--- src/rtl/mult_pkg.sv ---
// mult_pkg: shared types and defaults for the shift-add multiplier controller.
//   state_t    - controller FSM states (IDLE, LOAD, RUN, DONE)
//   N_BITS_DEF - default operand width (also the iterations per multiply)
package mult_pkg;

    localparam int N_BITS_DEF = 16;

    typedef enum logic [1:0] {
        IDLE = 2'd0,
        LOAD = 2'd1,
        RUN  = 2'd2,
        DONE = 2'd3
    } state_t;

endpackage

--- src/rtl/mult_iter_cnt.sv ---
// mult_iter_cnt: iteration counter plus datapath count_check cross-check.
// Ports:
//   clk, reset (async, active-low)
//   clear       - zero the counter (operand load cycle)
//   inc         - advance the counter by one (each issued strobe)
//   chk_en      - compare count_check against our own terminal this cycle
//   count_check - datapath counter terminal flag
//   terminal    - counter sits at N_BITS-1 (last iteration)
//   err         - sticky: datapath terminal disagreed with ours
module mult_iter_cnt
    import mult_pkg::*;
#(
    parameter int N_BITS = N_BITS_DEF,
    parameter int CNT_W  = $clog2(N_BITS)
) (
    input  logic clk,
    input  logic reset,
    input  logic clear,
    input  logic inc,
    input  logic chk_en,
    input  logic count_check,
    output logic terminal,
    output logic err
);

    logic [CNT_W-1:0] cnt;

    always_ff @(posedge clk or negedge reset) begin
        if (!reset)     cnt <= '0;
        else if (clear) cnt <= '0;
        else if (inc)   cnt <= cnt + 1'b1;
    end

    assign terminal = (cnt == CNT_W'(N_BITS - 1));

    // Datapath must flag terminal on exactly our last iteration: a late
    // flag and an early flag are both mismatches. Cleared only by reset.
    always_ff @(posedge clk or negedge reset) begin
        if (!reset)                                err <= 1'b0;
        else if (chk_en && (terminal != count_check)) err <= 1'b1;
    end

endmodule

--- src/rtl/mult_controller.sv ---
// mult_controller: sequencing FSM for an iterative shift-add multiplier.
// Ports:
//   clk, reset (async, active-low)
//   start       - begin a multiply (sampled in IDLE only)
//   mplier_lsb  - bit 0 of the datapath's shifting multiplier
//   mplier_zero - datapath multiplier register is all-zero
//   count_check - datapath counter terminal flag (cross-checked -> err)
//   ack         - consumer took the product (sampled in DONE only)
//   load_words  - operand load strobe (LOAD)
//   add_shift   - accumulate-and-shift strobe (RUN, lsb=1)
//   shift       - shift-only strobe (RUN, lsb=0)
//   ready       - idle, accepting start
//   done        - product valid, held until ack
//   err         - sticky iteration mismatch
// Build option: define MULT_EARLY_TERM_EN to leave RUN as soon as the
// multiplier register is zero (no strobe that cycle, no count_check check).
module mult_controller
    import mult_pkg::*;
#(
    parameter int N_BITS = N_BITS_DEF,
    parameter int CNT_W  = $clog2(N_BITS)
) (
    input  logic clk,
    input  logic reset,
    input  logic start,
    input  logic mplier_lsb,
    input  logic mplier_zero,
    input  logic count_check,
    input  logic ack,
    output logic load_words,
    output logic add_shift,
    output logic shift,
    output logic ready,
    output logic done,
    output logic err
);

    state_t state_q, state_d;
    logic   cnt_clear, cnt_inc, chk_en, terminal, early_term;

`ifdef MULT_EARLY_TERM_EN
    assign early_term = mplier_zero;
`else
    logic unused_mplier_zero;
    assign early_term         = 1'b0;
    assign unused_mplier_zero = mplier_zero;
`endif

    always_ff @(posedge clk or negedge reset) begin
        if (!reset) state_q <= IDLE;
        else        state_q <= state_d;
    end

    // Strobes depend on state, mplier_lsb (and mplier_zero when early
    // termination is built in); start/ack only steer next state.
    always_comb begin
        state_d    = state_q;
        load_words = 1'b0;
        add_shift  = 1'b0;
        shift      = 1'b0;
        cnt_clear  = 1'b0;
        cnt_inc    = 1'b0;
        chk_en     = 1'b0;
        case (state_q)
            IDLE: if (start) state_d = LOAD;
            LOAD: begin
                load_words = 1'b1;
                cnt_clear  = 1'b1;
                state_d    = RUN;
            end
            RUN: begin
                if (early_term) begin
                    state_d = DONE;
                end else begin
                    add_shift = mplier_lsb;
                    shift     = ~mplier_lsb;
                    cnt_inc   = 1'b1;
                    chk_en    = 1'b1;
                    if (terminal) state_d = DONE;
                end
            end
            DONE: if (ack) state_d = IDLE;
            default: state_d = IDLE;
        endcase
    end

    assign ready = (state_q == IDLE);
    assign done  = (state_q == DONE);

    mult_iter_cnt #(
        .N_BITS (N_BITS),
        .CNT_W  (CNT_W)
    ) u_iter_cnt (
        .clk         (clk),
        .reset       (reset),
        .clear       (cnt_clear),
        .inc         (cnt_inc),
        .chk_en      (chk_en),
        .count_check (count_check),
        .terminal    (terminal),
        .err         (err)
    );

endmodule

--- config.mk ---
export PLATFORM = sky130hd
export DESIGN_NAME = mult_controller
export DESIGN_NICKNAME = d
export VERILOG_FILES = /design/src/rtl/mult_pkg.sv /design/src/rtl/mult_iter_cnt.sv /design/src/rtl/mult_controller.sv
export SDC_FILE = /design/constraint.sdc
export NUM_CORES = 1
export LEC_CHECK = 0
export ABC_CLOCK_PERIOD_IN_PS = 2009
export CELL_PAD_IN_SITES_DETAIL_PLACEMENT = 0
export CELL_PAD_IN_SITES_GLOBAL_PLACEMENT = 2
export CORE_AREA = 2 2 43 45
export CTS_BUF_LIST = sky130_fd_sc_hd__clkbuf_4
export DETAILED_ROUTE_END_ITERATION = 12
export DIE_AREA = 0 0 45 47
export MAX_ROUTING_LAYER = met4
export PLACE_DENSITY = 0.85
export SYNTH_ARGS = -nofsm -noshare
export SYNTH_HDL_FRONTEND = slang
export SYNTH_SLANG_ARGS = --single-unit
--- constraint.sdc ---
create_clock -name clk -period 2.01 [get_ports clk]
set_clock_uncertainty 0.1 [all_clocks]
set_input_delay 0.402 -clock clk [delete_from_list [all_inputs] [get_ports clk]]
set_output_delay 0.402 -clock clk [all_outputs]
set_load 0.005 [all_outputs]
* Yosys cells after proc, flatten, opt, wreduce, memory -nomap -nowiden *
Cells that the tools add are included.

storage, ports and cells
  flip-flop bits (word level) = 7
  bits in latches = 0
  memory bits (writable) = 0
  memory bits (read-only) = 0
  input bits = 7
  output and inout bits = 6
  logic and storage cells = 27
  memories kept = 0

operators by class
  add/sub/neg operators = 1
  multipliers = 0
  divide/modulo/power cells = 0
  $lt $le $gt $ge = 0
  eq/ne operators = 8
  shift operators = 0
  muxes and demuxes = 10
  bitwise logic cells = 1
  reductions and logical operators = 4

operators by type and width
  cell                   count
  $mux W4                2
  $pmux W2 S4            1
  $mux W2                3
  $add A4 B1 Y4 const B  1
  $eq A2 B2 Y1 const B   2
  $eq A4 B4 Y1 const B   1
  $mux W1                4
  $ne A2 B2 Y1 const B   2
  $reduce_and A3 Y1      1
  $eq A2 B1 Y1 const B   1
  $logic_not A2 Y1       1
  $ne A2 B1 Y1 const B   1
  $reduce_bool A2 Y1     1
  $logic_and A1 B1 Y1    1
  $ne A1 B1 Y1           1
  $not A1 Y1             1

* Longest topological paths before layout *
Gate-level depths: netlist of the first run.

  depth in word-level cells = 4
  mapped depth = 5
  mapped depth without buffers = 5

* Cells and area by module *
Synthesis of the first run repeated with hierarchy kept, for this count alone.

second synthesis, totals
  cells, all modules = 37
  area, all modules = 412.9 sq um

by module, submodules not included
  module           instances  cells an instance  area an instance (sq um)  sequential area each (sq um)
  mult_iter_cnt    1          19                 234.0                     125.1
  mult_controller  1          18                 178.9                     50.0

* Worst setup path before layout of the first run *
Ideal clock, no wire load.

  path kind = register to register
  from = reg state_q[0]
  to = reg state_q[1]
  setup time = 0.128 ns
  data arrival time = 1.362 ns
  data required time = 1.782 ns
  slack = 0.421 ns
  stages on the path, launching flop included = 5
  path buffers = 0
  period minus slack after synthesis = 1.589 ns
  path through = dfrtp_1 inv_1 ha_1 a222oi_1 mux2_1

between the ends
  cells in the longest elaborated chain, start to end = 3
  elaborated cells between the ends (all ways) = 9
  classes of those cells = 6 x eq/ne; 1 x mux; 2 x reduce/logical

ends and longest elaborated chain
  item                         RTL line               RTL
  start: declaration           mult_controller.sv:38  state_t state_q, state_d;
  start signal: assignment     mult_controller.sv:51  else state_q <= state_d;
  $logic_not A2 Y1 *           n/a
  net ready                    mult_controller.sv:33  output logic ready,
  $ne A2 B2 Y1 (no line)       n/a
  $reduce_and A3 Y1 (no line)  n/a

The timed path passes the listed nets; every way through them passes the cells marked *.
A chain may end at the register's enable or synchronous reset.

* Final worst setup path of the first run *
  from = reg state_q[1]
  to = out ready

between the ends
  cells in the longest elaborated chain, start to end = 1

ends and longest elaborated chain
  item              RTL line               RTL
  $logic_not A2 Y1  mult_controller.sv:87  assign ready = (state_q == IDLE);
  end: declaration  mult_controller.sv:33

No other way between the ends.

==> results of run 1 <==
==> cell families after synthesis <==
family	synth area share
compound gates	0.135
xor+xnor	0.0202
fa+ha+maj	0.173
buf+inv	0.0605
flops	0.403
mux	0.0749
simple gates	0.133
==> state kept, by name, summed over array words and instances (netlist names) <==
signal,flops
state_q,2
u_iter_cnt.cnt,4
u_iter_cnt.err,1
==> power by group <==
group          switching, mW  internal, mW
clock network         0.0489        0.0890
logic                  0.243         0.313
registers             0.0640         0.212
total                  0.356         0.614
==> Yosys cell counts (all sizes together) <==
cell | instances | area share
a21o | 1 | 0.017
a222oi | 1 | 0.023
a22oi | 1 | 0.017
a2bb2oi | 1 | 0.020
and2 | 1 | 0.014
and2b | 1 | 0.017
dfrtp | 7 | 0.40
ha | 6 | 0.17
inv | 7 | 0.061
mux2 | 2 | 0.052
mux2i | 1 | 0.023
nand3 | 2 | 0.035
nand3b | 2 | 0.035
nor2 | 2 | 0.017
nor2b | 1 | 0.014
o21a | 1 | 0.017
o21ai | 1 | 0.012
o22ai | 2 | 0.029
xnor2 | 1 | 0.020
==> metal layers <==
| metal | track usage | share of wire | vias up |
|---|---|---|---|
| li1 | - | - | 177 |
| met1 | 0.113 | 0.46 | 158 |
| met2 | 0.151 | 0.46 | 10 |
| met3 | 0.0269 | 0.082 | 0 |
| met4 | 0.0353 | 0 | 0 |
| met5 | - | 0 | - |
==> metrics by stage <==
stage	total power, mW	hold slack, ps
6_report	0.969	313
5_1_grt	1.07	316
3_5_place_dp	0.802	355
3_3_place_gp	0.797	343
2_1_floorplan	0.607	6.41
4_1_cts	0.977	319
==> what timing repair did <==
item	4_1_cts	5_1_grt
resized for setup	4	6
endpoints found under the hold margin	0	0
pin swaps	0	0
buffers inserted	1	0
endpoints found under the setup margin	2	4
==> worst max-delay path: stages (launching register included) <==
cell	delay, ps
dfrtp_2	440
inv_2	80
ha_2	190
clkdlybuf4s50_1	500
==> cell type report <==
type,instances,area (um^2)
Timing Repair Buffer,14,136
Tap cell,17,21.3
Clock buffer,4,30.0
Inverter,7,26.3
Fill cell,166,1010
Multi-Input combinational cell,27,250
Sequential cell,7,176
==> final timing paths <==
path	slack, ps	startpoint	depth (start not counted)	endpoint
worst max-delay path	70	state_q[1]	3	ready
worst min-delay path	310	reset	1	u_iter_cnt.cnt[1]
worst max register to register	300	state_q[0]	4	state_q[1]
max in group asynchronous	1240	reset	1	state_q[1]
worst min register to register	360	u_iter_cnt.err	1	u_iter_cnt.err
min in group clk	360	u_iter_cnt.err	1	u_iter_cnt.err
==> summary.md, run 1 <==
| Metric | Value |
|---|---|
| Post-DR wirelength/cell | `10.3 um` |
| Period minus WS final | `1940 ps` |
| Setup WS pre-CTS | `31.9 ps` |
| CTS root buffer | `clkbuf_4` |
| CTS tree | `done` |
| Sequential-to-total area share from yosys stat | `0.403` |
| Most frequent cells in the layout | `8 x clkdlybuf4s50_1, 6 x dfrtp_1, 5 x inv_1` |
| I/O pin cnt | `13` |
| Pin count of the biggest net entering global routing | `9` |
| Cts hold-fix bufs | `0` |
| Synth Register Bits | `7` |
| Non-Filler Instances | `76` |
| Critical path arrival | `1440 ps` |
| Most common cell after layout, fill and taps aside | `clkdlybuf4s50_1` |
| Synth Instances | `41` |
| Synth warnings | `0` |
| Vias in the first global route | `328` |
| Chip width | `45 um` |
| Final hold vios | `0` |
| Number of max-cap violations | `0` |
| Initial antenna violation count | `0` |
| Total Die Area | `2120 um^2` |
| Overflow after GRT | `0` |
| Syn_area_per_cell | `10.6 um^2` |
| DRC | `0` |
| Slew @ Worst Pin | `374 ps` |
| Crit-path max FO | `4` |
| P_leak | `0.324 nW` |
| GRT Util Overall | `0.0948` |
| Hold crit path type | `in -> async` |
| Share of layout cells above drive strength 1 | `0.254` |
| Clock Sink Count | `7` |
| Cell Pwr Density | `1510 nW/um^2` |
| Design Area, Final | `641 um^2` |
| Drt first pass iters | `4` |
| Startpoint types | `register` |
| Clk buf depth | `2` |
| Insertion delay to the later sink of the worst-skew pair | `240 ps` |
| Area delta synth->final | `47.6%` |
| Peak VDD IR | `0.000762 V` |
| Via density per instance | `4.54` |
| First-pass GRT wire length | `1.39 mm` |
| Status | `finished, final reports clean` |
| Syn Nets | `54` |
| Setup_tns | `0 ps` |
| Worst setup EP type | `output port` |
| Port-buffer cells | `11` |
| Dpl hpwl | `596 um` |
| Final ANT Viol Nets | `0` |
| Initial core utilization | `0.263` |
| Dpl cell area | `581 um^2` |
| Net count, final | `73` |
| Slew margin rel. | `0.751` |
| Inserted Diodes | `0` |
| Final worst path period share | `0.967` |
| Setup violations, final | `0` |
| Kind of critical path | `reg -> out` |
| Post-synth cell types | `21` |
| Cells after DPL | `71` |
| Iter 0 DRT Violations | `9` |
| Clk slew on worst S/H paths | `50 ps` |
| Standard-cell rows | `15` |
| Final WL | `784 um` |
| Placer Congestion | `0.691` |
| Fmax | `515 MHz` |
| Vias post-DR | `345` |
| CP Data Required Time | `1510 ps` |
| H-Tree Depth | `1` |
| PnR worst setup slack | `66.9 ps` |
| Die Ht | `47 um` |
| CTS buffer count | `3` |
| Mapped Area | `434 um^2` |
| Core area | `1650 um^2` |
| Final Max Slew Viols | `0` |
| Final core occ | `0.388` |
Note: power is estimated with default switching activity, not from simulation.
==> run 2: changes to the inputs <==
==> constraint.sdc (replaced) <==
create_clock -name clk -period 2.01 [get_ports clk]
set_clock_uncertainty 0.1 [all_clocks]
set_input_delay 0.3015 -clock clk [delete_from_list [all_inputs] [get_ports clk]]
set_output_delay 0.3015 -clock clk [all_outputs]
set_load 0.005 [all_outputs]
==> summary.md, run 2 (same netlist as run 1, synthesis figures left out) <==
| Metric | Value |
|---|---|
| I/O pin cnt | `13` |
| Standard-cell rows | `15` |
| CTS tree | `done` |
| P_leak | `0.316 nW` |
| Slew @ Worst Pin | `406 ps` |
| Drt first pass iters | `4` |
| Clk buf depth | `2` |
| Overflow after GRT | `0` |
| Number of max-cap violations | `0` |
| Setup_tns | `0 ps` |
| Final worst path period share | `0.949` |
| Placer Congestion | `0.700` |
| Final WL | `799 um` |
| Iter 0 DRT Violations | `5` |
| Vias in the first global route | `309` |
| Cell Pwr Density | `1540 nW/um^2` |
| Slew margin rel. | `0.729` |
| Pin count of the biggest net entering global routing | `9` |
| Inserted Diodes | `0` |
| Vias post-DR | `349` |
| CP max stage cell | `clkdlybuf4s50_1` |
| Via density per instance | `4.53` |
| Worst hold slack | `198 ps` |
| Critical path arrival | `1510 ps` |
| First-pass GRT wire length | `1.28 mm` |
| Clk slew on worst S/H paths | `50 ps` |
| Initial core utilization | `0.263` |
| Initial antenna violation count | `0` |
| CP max stage delay | `520 ps` |
| Worst r2r src | `state_q[0]` |
| Most common cell after layout, fill and taps aside | `clkdlybuf4s50_1` |
| Post-DR wirelength/cell | `10.4 um` |
| Dpl hpwl | `601 um` |
| Port-buffer cells | `11` |
| Clock Sink Count | `7` |
| Final ANT Viol Nets | `0` |
| Hold crit path type | `in -> async` |
| Kind of critical path | `reg -> out` |
| RSZ-0062 raised after global routing | `no` |
| Final Max Slew Viols | `0` |
| Die Ht | `47 um` |
| DRC | `0` |
| CTS root buffer | `clkbuf_4` |
| Max Used Layer | `met4` |
| Insertion delay to the later sink of the worst-skew pair | `250 ps` |
| Met2 WL | `354 um` |
| CTS buffer count | `3` |
| Period minus WS final | `1910 ps` |
| Fmax | `524 MHz` |
| Startpoint types | `register` |
| H-Tree Depth | `1` |
| Total Die Area | `2120 um^2` |
| Crit-path max FO | `4` |
| Max reg flops | `4` |
| CP Data Required Time | `1610 ps` |
| Top Registers | `u_iter_cnt.cnt: 4 flops, state_q: 2 flops, u_iter_cnt.err: 1 flops` |
| Worst setup EP type | `output port` |
| Power Total | `0.983 mW` |
| Chip width | `45 um` |
| Peak VDD IR | `0.000791 V` |
| DRT met1 WL | `356 um` |
| Biggest register | `u_iter_cnt.cnt` |
| Core area | `1650 um^2` |
| Share of layout cells above drive strength 1 | `0.200` |
| Net count, final | `74` |
| Met3 WL | `73 um` |
| Setup violations, final | `0` |
| Status | `finished, final reports clean` |
| Most frequent cells in the layout | `10 x clkdlybuf4s50_1, 7 x dfrtp_1, 6 x inv_1` |
| Critical path cell sequence | `inv_1, ha_1, clkdlybuf4s50_1` |
| Crit path from | `state_q[1]` |
| Area delta synth->final | `47.6%` |
| Final hold vios | `0` |
| GRT Util Overall | `0.0905` |
run 2: what timing repair did:
item | 4_1_cts | 5_1_grt
setup endpoints to repair | 2 | 2
buffers inserted | 1 | 2
pin swaps | 0 | 0
hold buffers | 0 | 0
gates resized for setup | 1 | 3
run 2: critical path, delay by kind of cell (launching register included):
family | cells | cell delay [ps]
buffers and inverters | 2 | 640
DFF | 1 | 420
adders and majority gates | 1 | 190
run 2: through the flow:
stage	cell area, um^2	util	setup slack, ps	instances
after floorplan	434	-	421	41
after global placement	573	0.347	193	70
after detailed placement	573	0.347	155	70
after CTS	613	0.371	0.143	75
after global routing	641	0.388	26.8	77
final	641	0.388	102	77
run 2: cell type report:
cell class	count	area, um^2
Tap cell	17	21.3
Sequential cell	7	175
Clock buffer	4	30.0
Timing Repair Buffer	15	143
Inverter	7	26.3
Multi-Input combinational cell	27	245
Fill cell	180	1010
run 2: worst paths after layout:
check	slack, ps	end	depth (start not counted)
worst min-delay path	200	u_iter_cnt.cnt[1]	1
min in group clk	360	u_iter_cnt.err	1
worst max register to register	240	state_q[1]	4
worst max-delay path	100	load_words	3
max in group asynchronous	1390	u_iter_cnt.err	1
worst min register to register	360	u_iter_cnt.err	1
run 2: routing by layer:
layer  global-route usage  vias to the layer above
met5                    -                        -
met4               0.0706                        0
met3               0.0308                        2
met2                0.131                       12
met1                0.101                      156
li1                     -                      179
run 2: report_power, final:
part,internal (mW),switching [mW]
clock,0.0893,0.0531
sequential,0.209,0.0674
combinational,0.327,0.238
